$ cat config.mk
export PLATFORM = sky130hd
export DESIGN_NAME = adder_arbiter
export DESIGN_NICKNAME = d
export VERILOG_FILES = /design/src/rtl/adder_arbiter.sv
export SDC_FILE = /design/constraint.sdc
export NUM_CORES = 1
export LEC_CHECK = 0
export BUFFER_PORTS_ARGS = -buffer_cell sky130_fd_sc_hd__buf_2
export CAP_MARGIN = 20
export CORE_ASPECT_RATIO = 1.2
export CORE_MARGIN = 8
export CORE_UTILIZATION = 35
export DETAILED_ROUTE_END_ITERATION = 6
export GPL_TIMING_DRIVEN = 0
export HOLD_SLACK_MARGIN = 0.15
export PLACE_DENSITY = 0.81
export SLEW_MARGIN = 10
export SYNTH_ARGS = -nofsm -noshare
export SYNTH_HDL_FRONTEND = slang
export SYNTH_SLANG_ARGS = --single-unit
$ cat constraint.sdc
create_clock -name clk -period 1.6 [get_ports clk]
set_input_delay 0.24 -clock clk [delete_from_list [all_inputs] [get_ports clk]]
set_output_delay 0.24 -clock clk [all_outputs]
set_load 0.02 [all_outputs]
$ cat src/rtl/adder_arbiter.sv
// Round-robin arbiter sharing one external 8-bit adder between NUM_REQ requesters.
// Define ADDER_ARB_STATS_EN to add the txn_count response counter output.
module adder_arbiter #(
    parameter int NUM_REQ = 4,
    parameter int ID_W    = 2
) (
    input  logic                 clk,
    input  logic                 rst_n,
    input  logic                 ctrl_en,
    input  logic [NUM_REQ-1:0]   req_valid,
    input  logic [8*NUM_REQ-1:0] req_a,
    input  logic [8*NUM_REQ-1:0] req_b,
    output logic [NUM_REQ-1:0]   req_ready,
    output logic                 add_valid_in,
    output logic [7:0]           add_a,
    output logic [7:0]           add_b,
    input  logic                 add_valid_out,
    input  logic [8:0]           add_c,
    output logic                 rsp_valid,
    output logic [ID_W-1:0]      rsp_id,
    output logic [8:0]           rsp_c,
    output logic                 idle,
    output logic                 err,
    input  logic                 err_clr
`ifdef ADDER_ARB_STATS_EN
    ,
    output logic [15:0]          txn_count
`endif
);

    typedef enum logic [1:0] {
        IDLE,
        RUN,
        DRAIN
    } state_t;

    state_t          r_state;
    state_t          w_nextState;
    logic [ID_W-1:0] r_ptr;
    logic            r_inflight;
    logic [ID_W-1:0] r_inflightId;

    logic [ID_W-1:0] w_candIdx;
    logic [ID_W-1:0] w_grantIdx;
    logic            w_found;
    logic            w_grantEn;
    logic            w_rspFire;
    logic            w_errSet;

    // Search starts at the pointer and wraps, so the first hit is the round-robin winner.
    always_comb begin
        w_candIdx  = '0;
        w_grantIdx = '0;
        w_found    = 1'b0;
        for (int k = 0; k < NUM_REQ; k++) begin
            w_candIdx = ID_W'((int'(r_ptr) + k) % NUM_REQ);
            if (!w_found && req_valid[w_candIdx]) begin
                w_found    = 1'b1;
                w_grantIdx = w_candIdx;
            end
        end
    end

    assign w_grantEn = (r_state == RUN) && w_found;
    assign w_rspFire = add_valid_out && r_inflight;
    assign w_errSet  = add_valid_out ^ r_inflight;

    always_ff @(posedge clk or negedge rst_n) begin
        if (!rst_n) begin
            r_state <= IDLE;
        end else begin
            r_state <= w_nextState;
        end
    end

    // The single outstanding issue retires in the cycle its result is due, so DRAIN can leave then.
    always_comb begin
        w_nextState = r_state;
        case (r_state)
            IDLE:    if (ctrl_en) w_nextState = RUN;
            RUN:     if (!ctrl_en) w_nextState = DRAIN;
            DRAIN: begin
                if (ctrl_en) begin
                    w_nextState = RUN;
                end else if (!r_inflight || add_valid_out) begin
                    w_nextState = IDLE;
                end
            end
            default: w_nextState = IDLE;
        endcase
    end

    always_comb begin
        req_ready    = '0;
        add_valid_in = 1'b0;
        add_a        = 8'h00;
        add_b        = 8'h00;
        if (w_grantEn) begin
            req_ready[w_grantIdx] = 1'b1;
            add_valid_in          = 1'b1;
            add_a                 = req_a[{w_grantIdx, 3'b000} +: 8];
            add_b                 = req_b[{w_grantIdx, 3'b000} +: 8];
        end
        idle = (r_state == IDLE) && !r_inflight;
    end

    always_ff @(posedge clk or negedge rst_n) begin
        if (!rst_n) begin
            r_ptr        <= '0;
            r_inflight   <= 1'b0;
            r_inflightId <= '0;
        end else begin
            r_inflight <= w_grantEn;
            if (w_grantEn) begin
                r_inflightId <= w_grantIdx;
                if (w_grantIdx == ID_W'(NUM_REQ - 1)) begin
                    r_ptr <= '0;
                end else begin
                    r_ptr <= w_grantIdx + 1'b1;
                end
            end
        end
    end

    always_ff @(posedge clk or negedge rst_n) begin
        if (!rst_n) begin
            rsp_valid <= 1'b0;
            rsp_id    <= '0;
            rsp_c     <= 9'h000;
        end else begin
            rsp_valid <= w_rspFire;
            if (w_rspFire) begin
                rsp_id <= r_inflightId;
                rsp_c  <= add_c;
            end
        end
    end

    // A new protocol violation wins over a simultaneous clear.
    always_ff @(posedge clk or negedge rst_n) begin
        if (!rst_n) begin
            err <= 1'b0;
        end else if (w_errSet) begin
            err <= 1'b1;
        end else if (err_clr) begin
            err <= 1'b0;
        end
    end

`ifdef ADDER_ARB_STATS_EN
    always_ff @(posedge clk or negedge rst_n) begin
        if (!rst_n) begin
            txn_count <= 16'h0000;
        end else if (err_clr) begin
            txn_count <= 16'h0000;
        end else if (w_rspFire && (txn_count != 16'hFFFF)) begin
            txn_count <= txn_count + 16'h0001;
        end
    end
`endif

endmodule
## After elaboration in Yosys (flattened, before gate mapping)

Index checks and enable logic that the tools add are counted.

| operators by class | value |
|---|---|
| $add $sub $neg | 4 |
| order comparisons | 6 |
| eq/ne operators | 6 |
| shift operators | 2 |
| muxes and demuxes | 30 |
| bitwise operators | 1 |
| reductions and logical operators | 15 |

Operator list:

| kind | count |
|---|---|
| $shiftx 32x6->8 | 2 |
| $mux 2 | 9 |
| $mux 8 | 2 |
| $lt 2x3->1 const B | 5 |
| $mux 1 | 12 |
| $bmux 1 s2 | 4 |
| $logic_and 1x1->1 | 7 |
| $pmux 2 s3 | 1 |
| $add 2x1->2 const B | 2 |
| $add 2x2->2 const B | 2 |
| $eq 2x2->1 const B | 2 |
| $logic_not 1->1 | 4 |
| $mux 4 | 1 |
| $ne 2x2->1 const B | 2 |
| $ne 3x3->1 const B | 1 |
| $reduce_and 3->1 | 1 |
| $demux 1 s2 | 1 |
| $eq 2x1->1 const B | 1 |
| $ge 2x1->1 const B | 1 |
| $logic_not 2->1 | 1 |
| $reduce_bool 2->1 | 1 |
| $logic_or 1x1->1 | 1 |
| $xor 1x1->1 | 1 |

| storage, ports and cells | value |
|---|---|
| register bits after elaboration | 20 |
| input port bits | 82 |
| output and inout bits | 35 |
| logic and storage cells | 72 |

## Longest topological paths before layout

Gate-level depths: netlist of the first run.

| depth | value |
|---|---|
| depth in word-level cells | 17 |
| depth in mapped cells | 7 |
| depth with buffers taken out | 6 |

## Worst setup path after synthesis of the first run

OpenSTA, ideal clock, no wires.

| timing path | value |
|---|---|
| path type | reg2out |
| start | reg r_state[1] |
| end | out add_a[0] |
| arrival time | 1,764 ps |
| setup slack | -404 ps |
| cell stages (with the launch flop) | 7 |
| buffers on the path | 2 |
| cells stage by stage | dfrtp_1 nand2b_1 nor2_1 clkbuf_1 nand2_1 buf_2 o22ai_1 |

| between the ends | value |
|---|---|
| word-level cells in the longest chain between the ends | 3 |

RTL lines:

| item | line | source |
|---|---|---|
| start: declaration | 37 | `state_t r_state;` |
| start signal: assignment | 72 | `r_state <= w_nextState;` |
| $eq 2x1->1 | 64 | `assign w_grantEn = (r_state == RUN) && w_found;` |
| $logic_and 1x1->1 | 64 |  |
| $mux 8 | 98 | `if (w_grantEn) begin` |
| end: declaration | 15 | `output logic [7:0] add_a,` |

Every way passes these cells.

## Final worst setup path of the first run

| timing path | value |
|---|---|
| start | reg r_ptr[0] |
| end | out add_a[5] |

| between the ends | value |
|---|---|
| word-level cells in the longest chain between the ends | 14 |
| elaborated cells on any way between the ends | 28 |
| classes of those cells | 3 x add/sub; 1 x shift; 17 x mux; 7 x reduce/logical |

RTL lines:

| item | line | source |
|---|---|---|
| start: declaration | 39 | `logic [ID_W-1:0] r_ptr;` |
| start signal: assignment | 119 | `r_ptr <= w_grantIdx + 1'b1;` |
| branches (longest 11 deep; another with $add 2x1->2) | -- |  |
| $mux 2 * | 57 | `if (!w_found && req_valid[w_candIdx]) begin` |
| net w_grantIdx[0] | 44 | `logic [ID_W-1:0] w_grantIdx;` |
| $shiftx 32x6->8 * | 101 | `add_a = req_a[{w_grantIdx, 3'b000} +: 8];` |
| $mux 8 * | 98 |  |

Mark *: on every way through the listed nets, which the timed path passes. The select of a mux whose other input is x is not followed.

==> run summary, run 1 <==
CTS tree: done
Yosys warnings: 0
Failing checks: negative setup slack
Sequential area share after synthesis: 0.3617
Starting Density: 0.3568
Pre-Repair DR Iteration Count: 4
Yosys top cell by area: dfrtp_1
Ordered list of cells on the worst path: nand2b_4 -> nor2_4 -> nor3_4 -> inv_4 -> buf_12 -> mux2i_4 -> o22ai_4 -> buf_6
Slowest-stage cell, CP: dfrtp_1
Worst Tran Pin Value: 0.4230 ns
CP peak stage delay: 0.43 ns
PwrDens: 1232 nW/um^2
Rows: 25
First-pass GRT wire length: 9.328 mm
Bufs on Longest Clock Path: 2
Number of remaining DRC errors: 0
Critical path fanouts, max: 8
Multi-input logic area: 1431 sq um
Top Ports: 117
Leakage: 1.386 nW
# clock sinks: 20
Register area: 500.5 sq um
Post-synthesis area per instance: 10.64 sq um
WP data arrival: 1.97 ns
MaxCap Viol Count: 0
Design area: 3114 sq um
Worst hold margin: 0.1762 ns
Nets: 359
Top cell type's share of synthesized area: 0.3617
Final Hold Vio Count: 0
Top cells by area, synth: dfrtp_1 36%, mux2i_1 23%, mux2_2 9.8%, o22ai_1 7.2%, ha_1 5.4%
Post-synth top cells: 32 x mux2i_1, 20 x dfrtp_1, 16 x o22ai_1, 12 x mux2_2, 8 x nand2_1
Clock latency on the worst-skew pair: 0.25 ns
DP Cell Count: 300
CTS Buf Count: 3
Remaining antenna violation count: 0
Startpoint Class: flip-flop
N_diodes: 0
H-tree depth: 1
Top cell family by delay on the critical path: simple AND/OR/NAND/NOR gates
Initial antenna violation count: 0
Layout Cells excl Fill: 323
PortBufs: 116
Total congestion overflow: 0
Final min period: 2.215 ns
Fmax: 451.5 MHz
Hold Path Class: in -> reg
Status: finished with violations
Syn_nets: 218
Fin crit share: 1.384
Register bit total from synthesis: 20
Number of global-route vias before repair: 1943
Layout cell share with drive strength beyond 1: 0.8439
Dominant synthesized flop cell: dfrtp_1
Power, Total: 3.836 mW
Clock skew: 0.005784 ns
Filler cells: 238
Crit path kind: reg -> out
Root buf cell: clkbuf_8
Area post-placement: 2340 sq um
Top-count cell post-synth: mux2i_1
Total track usage: 0.1865
Vias per cell: 5.108
Largest net degree at the start of global routing: 21
Synth async-reset ratio: 1.000
Core area: 3879 sq um
DR WL/cell: 19.25 um
Iteration-0 DRC Markers: 58
Max-slew violations: 0
Layout area overhead: 125.0%
Final setup vio count: 21
WP buf/inv: 3
Post-synthesis cell type count: 27
DRT Wirelength: 6.217 mm
EDFF count, synth: 0
Maximum VDD drop: 0.7988 mV
Die area: 6230 sq um
Crit path required time: 1.36 ns
Worst slew margin: 0.7180
Post-Syn Area: 1384 sq um
Pre-CTS WS: -0.4448 ns
Gp weighted congestion: 0.7405
Width of the chip: 73.40 um
Clock transition at path regs: 0.07 ns
Vias: 1650
RSZ-0062 raised after global routing: yes
Die Span Y: 84.88 um
Mapped Cells: 130
PnR worst setup slack: -0.6148 ns
Post-DP HPWL: 4.188 mm
Endpoint type of the worst setup path: primary output
## what timing repair did
action                                 CTS  global route
endpoints found under the hold margin   21             0
resized for setup                       84            29
gates cloned                             2             2
pin swaps                                2             4
hold buffers                             2             0
setup buffers                           10             4
setup endpoints to repair               23            33
## per-layer routing
metal / GRT usage / vias to the layer above / part of all wire
li1: - / 760 / -
met1: 0.1799 / 784 / 0.33
met2: 0.3529 / 88 / 0.54
met3: 0.06958 / 18 / 0.099
met4: 0.04918 / 0 / 0.030
met5: 0 / - / 0
## kinds of logic (layout without fill, tap and decap cells)
group | Yosys count | count (layout) | share of synthesized area
DFF | 20 | 20 | 0.3617
buffers and inverters | 12 | 151 | 0.04973
and+or+nand+nor | 22 | 22 | 0.08680
muxes | 44 | 44 | 0.3291
adders and majority gates | 6 | 6 | 0.05425
AOI/OAI and AO/OA | 26 | 26 | 0.1184
## cell type report
cell class | instances | area share
multi-input cells | 98 | 0.4596
repair buffers | 136 | 0.3037
flip-flops and latches | 20 | 0.1607
plain buffers | 7 | 0.03415
well taps | 54 | 0.02170
clock buffers | 3 | 0.01326
inverters | 5 | 0.006830
## per-stage QoR
step / utilization / TNS (ns)
after floorplan: - / -1.758
after global placement: 0.6032 / -6.775
after detailed placement: 0.6032 / -7.353
after CTS: 0.7455 / -10.95
after global routing: 0.8029 / -13.35
final: 0.8029 / -11.73
## registers in the layout (all words and copies together), names as in the netlist
register	cells
rsp_valid	1
r_ptr	2
err	1
rsp_c	9
rsp_id	2
r_inflightId	2
r_inflight	1
r_state	2
## power by group
part	total [mW]	internal [mW]	switching, mW	leakage (nW)
Combinational	2.82	1.48	1.33	1.12
Clock	0.312	0.167	0.145	0.0216
Sequential	0.705	0.628	0.0773	0.239
## cell usage in the layout, fill, tap and decap left out, drive strengths merged, types with 4 or more instances in the layout
master  count
o22ai      16
and2        4
ha          6
mux2       12
mux2i      32
inv         5
clkbuf      6
buf       138
dfrtp      20
nand2       8
## path summary, 6_finish.rpt
check / startpoint / end / slack [ns] / cells past startpoint
setup / recovery: r_ptr[0] / add_a[5] / -0.61 / 8
hold / removal: err_clr / err / 0.18 / 2
setup reg to reg: r_ptr[0] / r_ptr[1] / -0.22 / 8
hold reg to reg: rsp_c[3] / rsp_c[3] / 0.50 / 1
max in group asynchronous: rst_n / rsp_c[0] / 0.85 / 2
min in group asynchronous: rst_n / rsp_c[4] / 0.45 / 2
Power figures use the tool's default switching activity.
==> run 2, diff against run 1 <==
- SETUP_SLACK_MARGIN: not set -> 0.15
==> run 2 against run 1 <==
  * The flow still finishes with violations (negative setup slack)
  * Clock power barely moved
  * Global-route usage increased by 1.7 points
  * Non-clock buffer count is 7 higher
  * Via count up 4.5%
  * Design area is 4.4% higher
  * Core utilization increased by 3.5 points
  * Sequential power rose by 1%
  * Largest cell class unchanged
==> run summary, run 2 (same netlist as run 1, synthesis figures left out) <==
Status: finished with violations
Failing checks: negative setup slack
Final setup vio count: 21 (unchanged)
Clock transition at path regs: 0.07 ns (about the same)
GR Util met3: 0.07311 (+0.003538)
Gp weighted congestion: 0.7485 (+1.1%)
Final Hold Vio Count: 0 (unchanged)
Largest net degree at the start of global routing: 21 (unchanged)
Maximum VDD drop: 0.7802 mV (-2.3%)
Combinational Power Share: 0.743 (+0.008)
Commonest non-fill, non-tap cell in the layout: buf_2
Met2 Use GR: 0.3700 (+0.01711)
Setup TNS: -11.46 ns (+0.2658 ns)
N_diodes: 0 (unchanged)
Remaining antenna violation count: 0 (unchanged)
Total track usage: 0.2031 (+0.01664)
Vias: 1725 (+4.5%)
Layout area overhead: 134.9%
Pint: 2.383 mW (+4.5%)
Leakage: 1.436 nW (+3.6%)
WP data arrival: 2.00 ns (+0.03 ns)
CTS tree: done
Rows: 25 (unchanged)
Number of global-route vias before repair: 1934 (-0.46%)
Core area: 3879 sq um (unchanged)
Vias per cell: 5.227 (+2.3%)
Reg power frac: 0.178 (-0.006)
Reg with most FFs: rsp_c
Die area: 6230 sq um (unchanged)
Startpoint Class: flip-flop
Crit path kind: reg -> out
Bufs on Longest Clock Path: 2 (unchanged)
Hold Path Class: in -> reg
Critical path fanouts, max: 10 (+2)
# clock sinks: 20 (unchanged)
Layout Cells excl Fill: 330 (+2.2%)
RSZ-0062 raised after global routing: yes
Total congestion overflow: 0 (unchanged)
Max reg flops: 9 (unchanged)
Width of the chip: 73.40 um (unchanged)
Design area: 3251 sq um (+4.4%)
Starting Density: 0.3568 (unchanged)
Final min period: 2.239 ns (+0.02428 ns)
GRT met1 Usage: 0.1962 (+0.01630)
Number of remaining DRC errors: 0 (unchanged)
Crit path required time: 1.36 ns (about the same)
Filler cells: 222 (-6.7%)
Pre-Repair DR Iteration Count: 4 (unchanged)
Root buf cell: clkbuf_8
Slowest-stage cell, CP: dfrtp_2
Nets: 366 (+1.9%)
DRT Wirelength: 6.676 mm (+7.4%)
PortBufs: 116 (unchanged)
Worst hold margin: 0.1673 ns (-0.008893 ns)
Die Span Y: 84.88 um (unchanged)
Clock latency on the worst-skew pair: 0.26 ns (about the same)
Worst slew margin: 0.7224 (+0.004400)
H-tree depth: 1 (unchanged)
Pre-CTS WS: -0.4120 ns (+0.03277 ns)
Worst hold start: err_clr
MaxCap Viol Count: 0 (unchanged)
CP peak stage delay: 0.44 ns (about the same)
Sw power: 1.617 mW (+3.9%)
CTS Buf Count: 3 (unchanged)
Iteration-0 DRC Markers: 28 (-52%)
First-pass GRT wire length: 9.804 mm (+5.1%)
Worst Tran Pin Value: 0.4164 ns (-0.006600 ns)
Post-DP HPWL: 3.968 mm (-5.3%)
Max-slew violations: 0 (unchanged)
WP buf/inv: 3 (unchanged)
Most frequent cells in the layout: 95 x buf_2, 27 x buf_6, 20 x mux2i_4, 19 x dfrtp_1
Worst r2r src: r_ptr[1]
Top cell family by delay on the critical path: buffers and inverters
Worst Setup SP: r_ptr[1]
Endpoint type of the worst setup path: primary output
Area post-placement: 2345 sq um (+0.21%)
Clk pwr share: 0.079 (-0.002)
Fmax: 446.6 MHz (-1.1%)
Top Ports: 117 (unchanged)
Fin crit share: 1.399 (+0.01518)
PnR worst setup slack: -0.6391 ns (-0.02428 ns)
PwrDens: 1230 nW/um^2 (about the same)
DR WL/cell: 20.23 um (+5.1%)
Initial antenna violation count: 0 (unchanged)
DP Cell Count: 300 (unchanged)
Layout cell share with drive strength beyond 1: 0.8623 (+0.01845)
Ordered list of cells on the worst path: o211a_1 -> nor3_4 -> inv_4 -> buf_12 -> mux2i_4 -> o22ai_4 -> buf_6
Switching fraction of total power: 0.4043 (-0.001538)
Busiest grt layer: met2
Clock skew: 0.004890 ns (-0.0008942 ns)
==> run 2: power by group through the flow <==
stage	Combinational [mW]	Sequential, mW	Clock, mW
finish	2.97	0.712	0.315
detailed placement	1.79	0.713	0
global placement	1.77	0.707	0
floorplan	1.25	0.802	0
global route	3.11	0.729	0.334
CTS	2.63	0.706	0.327
==> run 2: worst paths after layout <==
kind,end,slack (ns),depth (start not counted)
hold / removal,err,0.17,2
setup / recovery,add_b[6],-0.64,7
min in group asynchronous,rsp_valid,0.45,2
setup reg to reg,r_ptr[1],-0.24,7
hold reg to reg,rsp_c[3],0.50,1
max in group asynchronous,r_ptr[1],0.84,2
==> run 2: through the flow <==
step           utilization  total power, mW
6_report            0.8381            4.000
5_1_grt             0.8381            4.176
4_1_cts             0.7806            3.665
3_5_place_dp        0.6045            2.507
3_3_place_gp        0.6045            2.476
2_1_floorplan            -            2.056
==> run 2: timing repair <==
action,CTS,global route
gates resized for setup,106,28
cloned,2,2
pin swaps,7,8
hold buffers,2,0
hold endpoints to repair,21,0
setup buffers,16,5
setup endpoints to repair,35,26
==> run 2: final cells by class <==
cell class / count / area [sq um] / share of cell area
multi-input cells: 98 / 1484 / 0.4565
repair buffers: 143 / 1018 / 0.3133
flip-flops and latches: 20 / 501.7 / 0.1543
plain buffers: 7 / 113.9 / 0.03503
well taps: 54 / 67.56 / 0.02079
clock buffers: 3 / 41.29 / 0.01270
inverters: 5 / 23.77 / 0.007313
==> run 2: routing by layer <==
layer	routed length, um	vias to the layer above
met5	0	-
met4	290	0
met3	613	21
met2	3690	96
met1	2081	819
li1	-	789
==> run 3, diff against run 2 <==
- CORE_MARGIN: 8 -> 3
- PLACE_DENSITY: 0.81 -> 0.8
==> run 3 against run 2 <==
  * Register-to-register slack got worse by 0.07 ns
  * Total power shrank 4.2%
  * Global-route usage up 1.7 points
  * Clock power increased by 60%
  * Non-clock buffer count decreased by 8
  * The flow still finishes with violations (negative setup slack)
  * Final cell count is 2.7% lower
  * Design area is 6.8% lower
==> run summary, run 3 (same netlist as run 1, synthesis figures left out) <==
Status: finished with violations
Failing checks: negative setup slack
Crit path kind: reg -> out
MaxCap Viol Count: 0 (unchanged)
WP data arrival: 2.01 ns (about the same)
Die Span Y: 74.88 um (-12%)
Bufs on Longest Clock Path: 2 (unchanged)
Worst slew margin: 0.7124 (-0.01002)
Width of the chip: 63.40 um (-14%)
Rows: 24 (-4.0%)
First-pass GRT wire length: 8.245 mm (-16%)
Worst hold margin: 0.1761 ns (+0.008782 ns)
Combinational Power Share: 0.684 (-0.059)
Top cell family by delay on the critical path: buffers and inverters
Clock latency on the worst-skew pair: 0.26 ns (about the same)
Filler cells: 237 (+6.8%)
Startpoint Class: flip-flop
Switching fraction of total power: 0.3909 (-0.01339)
Final Hold Vio Count: 0 (unchanged)
Reg with most FFs: rsp_c
DR WL/cell: 16.57 um (-18%)
RSZ-0062 raised after global routing: yes
Number of remaining DRC errors: 0 (unchanged)
WP buf/inv: 3 (unchanged)
Commonest non-fill, non-tap cell in the layout: buf_2
Nets: 358 (-2.2%)
Hold Path Class: in -> reg
Sw power: 1.498 mW (-7.4%)
Worst Setup SP: r_ptr[1]
Crit path required time: 1.36 ns (about the same)
Remaining antenna violation count: 0 (unchanged)
Final setup vio count: 22 (+4.8%)
CTS tree: done
Setup TNS: -12.24 ns (-0.7721 ns)
Maximum VDD drop: 0.8983 mV (+15%)
Max reg flops: 9 (unchanged)
PortBufs: 116 (unchanged)
Worst r2r src: r_ptr[1]
Slowest-stage cell, CP: dfrtp_1
Root buf cell: clkbuf_8
PwrDens: 1265 nW/um^2 (+2.8%)
Iteration-0 DRC Markers: 40 (+43%)
CTS Buf Count: 3 (unchanged)
Fin crit share: 1.405 (+0.005775)
Ordered list of cells on the worst path: o211a_1 -> nor3_4 -> inv_4 -> buf_12 -> mux2i_4 -> o22ai_4 -> buf_4
Max-slew violations: 0 (unchanged)
Largest net degree at the start of global routing: 21 (unchanged)
Fmax: 444.8 MHz (-0.41%)
Power, Total: 3.831 mW (-4.2%)
Total congestion overflow: 0 (unchanged)
N_diodes: 0 (unchanged)
Pre-CTS WS: -0.4410 ns (-0.02894 ns)
Vias per cell: 5.103 (-2.4%)
Critical path fanouts, max: 10 (unchanged)
Top Ports: 117 (unchanged)
Post-DP HPWL: 3.620 mm (-8.8%)
Core area: 3724 sq um (-4.0%)
H-tree depth: 1 (unchanged)
DRT Wirelength: 5.320 mm (-20%)
Endpoint type of the worst setup path: primary output
Pre-Repair DR Iteration Count: 4 (unchanged)
Leakage: 1.364 nW (-5.1%)
Gp weighted congestion: 0.7689 (+2.7%)
CP peak stage delay: 0.43 ns (about the same)
Most frequent cells in the layout: 97 x buf_2, 20 x dfrtp_1, 20 x buf_4, 17 x mux2i_4, 16 x buf_6
Layout cell share with drive strength beyond 1: 0.8364 (-0.02589)
Vias: 1638 (-5.0%)
Clk pwr share: 0.131 (+0.052)
DP Cell Count: 298 (-0.67%)
Initial antenna violation count: 0 (unchanged)
Layout area overhead: 118.9%
Layout Cells excl Fill: 321 (-2.7%)
Number of global-route vias before repair: 1773 (-8.3%)
Area post-placement: 2342 sq um (-0.11%)
Final min period: 2.248 ns (+0.009240 ns)
Total track usage: 0.2204 (+0.01723)
PnR worst setup slack: -0.6483 ns (-0.009240 ns)
Clock transition at path regs: 0.07 ns (about the same)
Clock skew: 0.003204 ns (-0.001686 ns)
Die area: 4747 sq um (-24%)
# clock sinks: 20 (unchanged)
Reg power frac: 0.184 (+0.006)
Worst Tran Pin Value: 0.4314 ns (+0.01503 ns)
Starting Density: 0.3716 (+0.01487)
Post-layout util: 0.8135 (-0.02456)
Design area: 3029 sq um (-6.8%)
Pint: 2.333 mW (-2.1%)
Worst hold start: err_clr
==> run 3: cell count changes in the layout (fill, tap and decap cells not counted), moves of 2 or more <==
cell,change
buf_4,+5
buf_12,-3
clkbuf_16,-2
mux2i_4,-3
buf_6,-11
buf_2,+2
mux2i_2,+2
==> run 3: metal layers <==
| layer | global-route usage | vias to the layer above | part of all wire |
|---|---|---|---|
| li1 | - | 766 | - |
| met1 | 0.2229 | 768 | 0.33 |
| met2 | 0.4432 | 94 | 0.56 |
| met3 | 0.06269 | 10 | 0.085 |
| met4 | 0.05755 | 0 | 0.018 |
| met5 | 0 | - | 0 |
==> run 3: worst register-to-register path, cell delays in order (launching register included) <==
cell	delay, ns
dfrtp_1	0.42
nand2_1	0.13
a311oi_2	0.30
nor2_2	0.11
buf_6	0.16
buf_4	0.14
ha_1	0.28
mux2_4	0.26
==> run 3: what timing repair did <==
item                                   in CTS  in global routing
cloned                                      1                  1
resized for setup                          81                 20
endpoints found under the hold margin      21                  0
buffers inserted                           13                  2
hold buffers                                2                  0
setup endpoints to repair                  35                 26
pin swaps                                   6                  1
==> run 3: power groups by stage <==
stage	Clock [mW]	Combinational (mW)	Sequential (mW)
floorplan	0	1.25	0.802
global placement	0	1.76	0.706
detailed placement	0	1.78	0.714
CTS	0.503	2.46	0.701
global route	0.519	2.78	0.724
finish	0.503	2.62	0.705
==> run 3: path summary, 6_finish.rpt <==
| check | depth (start not counted) | endpoint | slack [ns] |
|---|---|---|---|
| min in group asynchronous | 2 | rsp_c[4] | 0.45 |
| setup / recovery | 7 | add_a[1] | -0.65 |
| hold reg to reg | 1 | rsp_c[4] | 0.50 |
| max in group asynchronous | 2 | r_ptr[1] | 0.85 |
| hold / removal | 2 | err | 0.18 |
| setup reg to reg | 7 | r_ptr[1] | -0.31 |
==> run 3: layout make-up <==
cell class	instances	area (sq um)	area share
Inverter	5	21.27	0.007022
Sequential cell	20	500.5	0.1652
Buffer	7	106.4	0.03511
Timing Repair Buffer	135	852.1	0.2813
Tap cell	52	65.06	0.02148
Multi-Input combinational cell	98	1413	0.4663
Clock inverter	1	30.03	0.009913
Clock buffer	3	41.29	0.01363
